==> src/rtl/irq_responder.sv <==
// irq_responder: CPU-side responder for the interrupt controller's
// IRQ / IACK / isr_addr handshake.
//
// Waits for an instruction boundary (retire) while a request is armed,
// saves the return PC and vector, acknowledges the controller for
// ACK_CYCLES cycles, then redirects fetch to the ISR. An mret in
// SERVICE redirects back to the saved PC and restores mie.
//
// Ports:
//   clk, rst_n        clock, async active-low reset
//   IRQ, isr_addr     level request and vector from the controller
//   IACK              acknowledge to the controller
//   retire, next_pc   instruction boundary pulse and next sequential PC
//   mret              return-from-interrupt retired
//   ie_set, ie_clr    global enable control (clear wins)
//   redirect(_pc)     one-cycle fetch redirect and its target
//   epc               saved return PC (top of stack when nesting)
//   in_isr, mie       servicing flag and global interrupt enable
//   bad_ret           mret seen outside SERVICE
//
// Build option: define IRQ_NEST_EN for a NEST_DEPTH-entry saved-PC
// stack that lets SERVICE re-arm on a new request.
module irq_responder #(
   parameter int ADDR_W     = 32,
   parameter int ACK_CYCLES = 1,
   parameter int NEST_DEPTH = 4
) (
   input  logic              clk,
   input  logic              rst_n,
   input  logic              IRQ,
   input  logic [ADDR_W-1:0] isr_addr,
   output logic              IACK,
   input  logic              retire,
   input  logic [ADDR_W-1:0] next_pc,
   input  logic              mret,
   input  logic              ie_set,
   input  logic              ie_clr,
   output logic              redirect,
   output logic [ADDR_W-1:0] redirect_pc,
   output logic [ADDR_W-1:0] epc,
   output logic              in_isr,
   output logic              mie,
   output logic              bad_ret
);

   if (ACK_CYCLES < 1 || ACK_CYCLES > 4) begin : g_bad_ack
      $error("irq_responder: ACK_CYCLES must be 1..4");
   end
   if (NEST_DEPTH < 1) begin : g_bad_depth
      $error("irq_responder: NEST_DEPTH must be >= 1");
   end

   typedef enum logic [2:0] {
      IDLE,
      ARMED,
      ACK,
      JUMP,
      SERVICE
   } state_t;

   localparam logic [1:0] ACK_LAST = 2'(ACK_CYCLES - 1);

   state_t            state_q, state_d;
   logic [1:0]        ack_cnt_q, ack_cnt_d;
   logic [ADDR_W-1:0] vec_q, vec_d;
   logic              mie_q, mie_d;
   logic              in_isr_q, in_isr_d;
   logic              iack_q, iack_d;
   logic              redirect_q, redirect_d;
   logic [ADDR_W-1:0] redirect_pc_q, redirect_pc_d;
   logic              bad_ret_q, bad_ret_d;
   logic              ie_next;

   // save / restore requests towards the return-state storage
   logic              push;
   logic              pop;

   // views of the return-state storage
   logic [ADDR_W-1:0] top_epc;
   logic              top_mpie;
   logic              last_level;
   logic              nest_arm;
   logic              nested;

`ifdef IRQ_NEST_EN
   localparam int PTR_W = (NEST_DEPTH > 1) ? $clog2(NEST_DEPTH) : 1;
   localparam int DEP_W = $clog2(NEST_DEPTH + 1);

   logic [ADDR_W-1:0]     epc_stk [NEST_DEPTH];
   logic [NEST_DEPTH-1:0] mpie_stk;
   logic [DEP_W-1:0]      depth_q;
   logic [PTR_W-1:0]      push_ptr;
   logic [PTR_W-1:0]      top_ptr;
   logic                  full;

   assign push_ptr   = PTR_W'(depth_q);
   // at depth 0 the bottom entry stays visible as the last return PC
   assign top_ptr    = (depth_q == '0) ? '0 : PTR_W'(depth_q - 1'b1);
   assign full       = (depth_q == DEP_W'(NEST_DEPTH));
   assign top_epc    = epc_stk[top_ptr];
   assign top_mpie   = mpie_stk[top_ptr];
   assign last_level = (depth_q == DEP_W'(1));
   assign nested     = (depth_q != '0);
   assign nest_arm   = IRQ & mie_q & ~full;

   always_ff @(posedge clk or negedge rst_n) begin
      if (!rst_n) begin
         for (int i = 0; i < NEST_DEPTH; i++) begin
            epc_stk[i] <= '0;
         end
         mpie_stk <= '0;
         depth_q  <= '0;
      end else if (push) begin
         epc_stk[push_ptr]  <= next_pc;
         mpie_stk[push_ptr] <= mie_q;
         depth_q            <= depth_q + 1'b1;
      end else if (pop) begin
         depth_q <= depth_q - 1'b1;
      end
   end
`else
   logic [ADDR_W-1:0] epc_q;
   logic              mpie_q;

   assign top_epc    = epc_q;
   assign top_mpie   = mpie_q;
   assign last_level = 1'b1;
   assign nested     = 1'b0;
   assign nest_arm   = 1'b0;

   always_ff @(posedge clk or negedge rst_n) begin
      if (!rst_n) begin
         epc_q  <= '0;
         mpie_q <= 1'b0;
      end else if (push) begin
         epc_q  <= next_pc;
         mpie_q <= mie_q;
      end
   end

   // pop needs no storage action with a single return slot
   logic unused_pop;
   assign unused_pop = pop;
`endif

   always_comb begin
      if (ie_clr) begin
         ie_next = 1'b0;
      end else if (ie_set) begin
         ie_next = 1'b1;
      end else begin
         ie_next = mie_q;
      end
   end

   always_comb begin
      state_d       = state_q;
      ack_cnt_d     = ack_cnt_q;
      vec_d         = vec_q;
      mie_d         = mie_q;
      in_isr_d      = in_isr_q;
      redirect_d    = 1'b0;
      redirect_pc_d = redirect_pc_q;
      bad_ret_d     = mret & (state_q != SERVICE);
      push          = 1'b0;
      pop           = 1'b0;

      unique case (state_q)
         IDLE: begin
            mie_d = ie_next;
            if (IRQ && mie_q && !in_isr_q) begin
               state_d = ARMED;
            end
         end
         ARMED: begin
            mie_d = ie_next;
            // a dropped request or a disabled mie abandons the entry
            if (!IRQ || !mie_q || ie_clr) begin
               state_d = nested ? SERVICE : IDLE;
            end else if (retire) begin
               vec_d     = isr_addr;
               mie_d     = 1'b0;
               push      = 1'b1;
               ack_cnt_d = '0;
               state_d   = ACK;
            end
         end
         ACK: begin
            if (ack_cnt_q == ACK_LAST) begin
               state_d       = JUMP;
               redirect_d    = 1'b1;
               redirect_pc_d = vec_q;
               in_isr_d      = 1'b1;
            end else begin
               ack_cnt_d = ack_cnt_q + 1'b1;
            end
         end
         JUMP: begin
            state_d = SERVICE;
         end
         SERVICE: begin
            mie_d = ie_next;
            if (mret) begin
               redirect_d    = 1'b1;
               redirect_pc_d = top_epc;
               mie_d         = top_mpie;
               pop           = 1'b1;
               if (last_level) begin
                  in_isr_d = 1'b0;
                  state_d  = IDLE;
               end
            end else if (nest_arm) begin
               state_d = ARMED;
            end
         end
         default: begin
            state_d = IDLE;
         end
      endcase

      iack_d = (state_d == ACK);
   end

   always_ff @(posedge clk or negedge rst_n) begin
      if (!rst_n) begin
         state_q       <= IDLE;
         ack_cnt_q     <= '0;
         vec_q         <= '0;
         mie_q         <= 1'b0;
         in_isr_q      <= 1'b0;
         iack_q        <= 1'b0;
         redirect_q    <= 1'b0;
         redirect_pc_q <= '0;
         bad_ret_q     <= 1'b0;
      end else begin
         state_q       <= state_d;
         ack_cnt_q     <= ack_cnt_d;
         vec_q         <= vec_d;
         mie_q         <= mie_d;
         in_isr_q      <= in_isr_d;
         iack_q        <= iack_d;
         redirect_q    <= redirect_d;
         redirect_pc_q <= redirect_pc_d;
         bad_ret_q     <= bad_ret_d;
      end
   end

   assign IACK        = iack_q;
   assign redirect    = redirect_q;
   assign redirect_pc = redirect_pc_q;
   assign epc         = top_epc;
   assign in_isr      = in_isr_q;
   assign mie         = mie_q;
   assign bad_ret     = bad_ret_q;

endmodule

==> config.mk <==
export PLATFORM = sky130hd
export DESIGN_NAME = irq_responder
export DESIGN_NICKNAME = d
export VERILOG_FILES = /design/src/rtl/irq_responder.sv
export SDC_FILE = /design/constraint.sdc
export NUM_CORES = 1
export LEC_CHECK = 0
export ABC_CLOCK_PERIOD_IN_PS = 1920
export BUFFER_PORTS_ARGS = -buffer_cell sky130_fd_sc_hd__buf_2
export CORE_UTILIZATION = 45
export CTS_CLUSTER_DIAMETER = 60
export DETAILED_ROUTE_END_ITERATION = 8
export PLACE_DENSITY = 0.72
export SLEW_MARGIN = 10
export SYNTH_ARGS = -nofsm -noshare
export SYNTH_HDL_FRONTEND = slang
export SYNTH_SLANG_ARGS = --single-unit
==> constraint.sdc <==
create_clock -name clk -period 1.92 [get_ports clk]
set_input_delay 0.384 -clock clk [delete_from_list [all_inputs] [get_ports clk]]
set_output_delay 0.384 -clock clk [all_outputs]
set_load 0.03 [all_outputs]
==> run metrics <==
Switch Pwr around 1.2 mW; # rows 36; routed len/inst between 15 and 20 µm; Synth Register Bits ~110; Synth cell types 31; global-route wire length before repair between 10000 and 15000 µm; CTS tree yes; Max-Cap Viols 0; Power Dens Cells about 800 nW/µm²; FF/Latch Area between 2000 and 3000 µm²; design area between 5000 and 6000 µm²; min-delay src next_pc[25]; vias in the first global route just under 3000; EDFF count, synth 0; f_max between 500 and 600 MHz; Post-Syn Instances about 300; most common cell after layout, fill and taps aside buf_2; Cell Int Power 3.50 mW; final net count ~520; r2r endpoint vec_q[1]$_DFFE_PN0P_; Worst Path Required ~2.2 ns; crit path DAT between 2 and 2.5 ns; # resized after CTS 0; ys flop type dfrtp_1; Tcrit/Tclk final 0.950; final setup fails 0; Reg2Reg Setup Slack 0.1 ns; commonest cells after routing, fill and taps aside buf_2, mux2_2, dfrtp_1; synthesis-to-finish area growth 26.0%; largest net degree at the start of global routing 61; Pleak 3.22 nW; ANT nets after route 0; Vias/cell about 5; crit end category register; Reg-to-Reg Start state_q[2]$_DFF_PN0_; post-CTS setup buffer count 0; critical path class reg2reg; RSZ-0062 raised after global routing false; initial antenna violation count 0; Worst IR Drop VDD approximately 0.36 mV; I/O pin count 140; Total Wirelength ~9000 µm; worst skew pair latency around 0.36 ns; layout cells sized above 1 0.673; Critical Path Max Stage Delay about 0.47 ns; startpoint types register; Post-DP Area ~5500 µm²; clock power share 0.326; setup_tns 0 ns; sequential power share 0.525; Initial Util 0.465; H-tree Lvls 3; sequential cell area fraction in the yosys report 0.589; Hold Crit Depth 2; Worst-path clk slew 0.10 ns; Ys Warns 0; fill count around 840; Total GRT Usage 0.181; IO buf count around 140; worst path bufs/invs 1; combinational share of power 0.149; Period minus WS final roughly 1.8 ns; post-synthesis cell area roughly 4500 µm²; GP Congestion 0.745; clk sinks between 100 and 150; Worst slew margin 0.758; CP delay by family, top simple AND/OR/NAND/NOR gates; fin. max-slew vios 0; vias post-DR just under 3000; Synth async-reset ratio 1.00; n_diodes 0; final hold violation count 0; post-synth net total roughly 370; Residual DRC 0; Max FO, Critical Path 36; HPWL after DPL around 6400 µm; clock buffer depth 2; status completed; Avg Inst Size Synth between 15 and 20 µm²; area of the multi-input gates approximately 1800 µm²; Root Buffer clkbuf_8; drt first-iter violations 92; Switching Fraction 0.253; GRT overflow 0; Final Skew slightly below 0.008 ns; die height a little over 100 µm; core area between 9000 and 10000 µm²; Die X roughly 100 µm; WHS Endpoint epc[25]$_DFFE_PN0P_; worst hold path class in2reg; CTS Buf Count 9; full die area 10500 µm²; slowest CP cell or3b_4; Slew @ Worst Pin about 0.36 ns; drt first pass iters 4; R2R cell count 4; cells along the critical path nor3b_1, or3b_4, buf_12, mux2_4
kinds of logic after synthesis:
| kind of cell | synth area share |
|---|---|
| flops | 0.589 |
| fa+ha+maj | 0.00275 |
| buf+inv | 0.0286 |
| simple gates | 0.0306 |
| compound gates | 0.0270 |
| mux | 0.322 |
area by class of cell:
| class | instances | share of cell area |
|---|---|---|
| Clock buffer | 12 | 0.0271 |
| Clock inverter | 4 | 0.0127 |
| Inverter | 6 | 0.00393 |
| Multi-Input combinational cell | 168 | 0.307 |
| Sequential cell | 107 | 0.468 |
| Tap cell | 133 | 0.0291 |
| Timing Repair Buffer | 152 | 0.153 |
sequential cells by signal, summed over array words and instances (netlist names):
register / cells
redirect: 1
IACK: 1
ack_cnt_q: 2
mie: 1
epc: 32
bad_ret: 1
mpie_q: 1
in_isr: 1
redirect_pc: 32
vec_q: 32
state_q: 3
what timing repair did:
| action | CTS | global route |
|---|---|---|
| endpoints found under the setup margin | 0 | 0 |
| hold buffers | 1 | 0 |
| endpoints found under the hold margin | 19 | 0 |
per-stage QoR:
stage / total power [mW] / instances / utilization / hold slack (ns) / setup slack, ns
floorplan: 2.91 / 299 / - / 0.0884 / 0.0926
global placement: 3.19 / 565 / 0.561 / 0.282 / 0.0846
detailed placement: 3.21 / 565 / 0.561 / 0.287 / 0.0517
CTS: 4.75 / 582 / 0.586 / 0.229 / 0.0876
global route: 4.92 / 582 / 0.586 / 0.222 / 0.0243
finish: 4.69 / 582 / 0.586 / 0.244 / 0.0958
worst max-delay path by stage:
stage / slack [ns] / cells after the start / to / startpoint
floorplan: 0.09 / 6 / epc[24]$_DFFE_PN0P_ / mie$_DFFE_PN0P_
global placement: 0.08 / 5 / vec_q[1]$_DFFE_PN0P_ / ie_clr
detailed placement: 0.05 / 5 / vec_q[3]$_DFFE_PN0P_ / ie_clr
CTS: 0.09 / 4 / vec_q[4]$_DFFE_PN0P_ / state_q[2]$_DFF_PN0_
global route: 0.02 / 4 / vec_q[0]$_DFFE_PN0P_ / state_q[2]$_DFF_PN0_
finish: 0.1 / 4 / vec_q[1]$_DFFE_PN0P_ / state_q[2]$_DFF_PN0_
power groups by stage:
stage	clock network, mW	logic [mW]	registers (mW)
5_1_grt	1.68	0.755	2.48
6_report	1.53	0.698	2.46
4_1_cts	1.58	0.709	2.46
2_1_floorplan	0	0.263	2.65
3_3_place_gp	0	0.693	2.50
3_5_place_dp	0	0.707	2.51
worst reg2reg max path, delay by kind of cell (launching register included):
family	cells	cell delay, ns
and+or+nand+nor	2	0.75
DFF	1	0.44
muxes	1	0.33
buffers and inverters	1	0.20
per-layer routing:
layer  GRT usage  share of wire
met5           0              0
met4      0.0648          0.013
met3      0.0475          0.054
met2       0.295           0.51
met1       0.233           0.42
synth_stat cells, types with 2 or more instances:
master	number	area share
mux2_2	122	0.30
dfrtp_1	107	0.59
buf_2	14	0.015
a21oi_1	6	0.0066
inv_1	6	0.0050
mux2_4	6	0.020
nor2_1	4	0.0033
a31oi_1	3	0.0041
buf_6	3	0.0074
nand2_1	3	0.0025
a31o_2	2	0.0039
nand2b_1	2	0.0028
nand3b_1	2	0.0033
nor3_1	2	0.0022
Note: power is estimated with default switching activity, not from simulation.
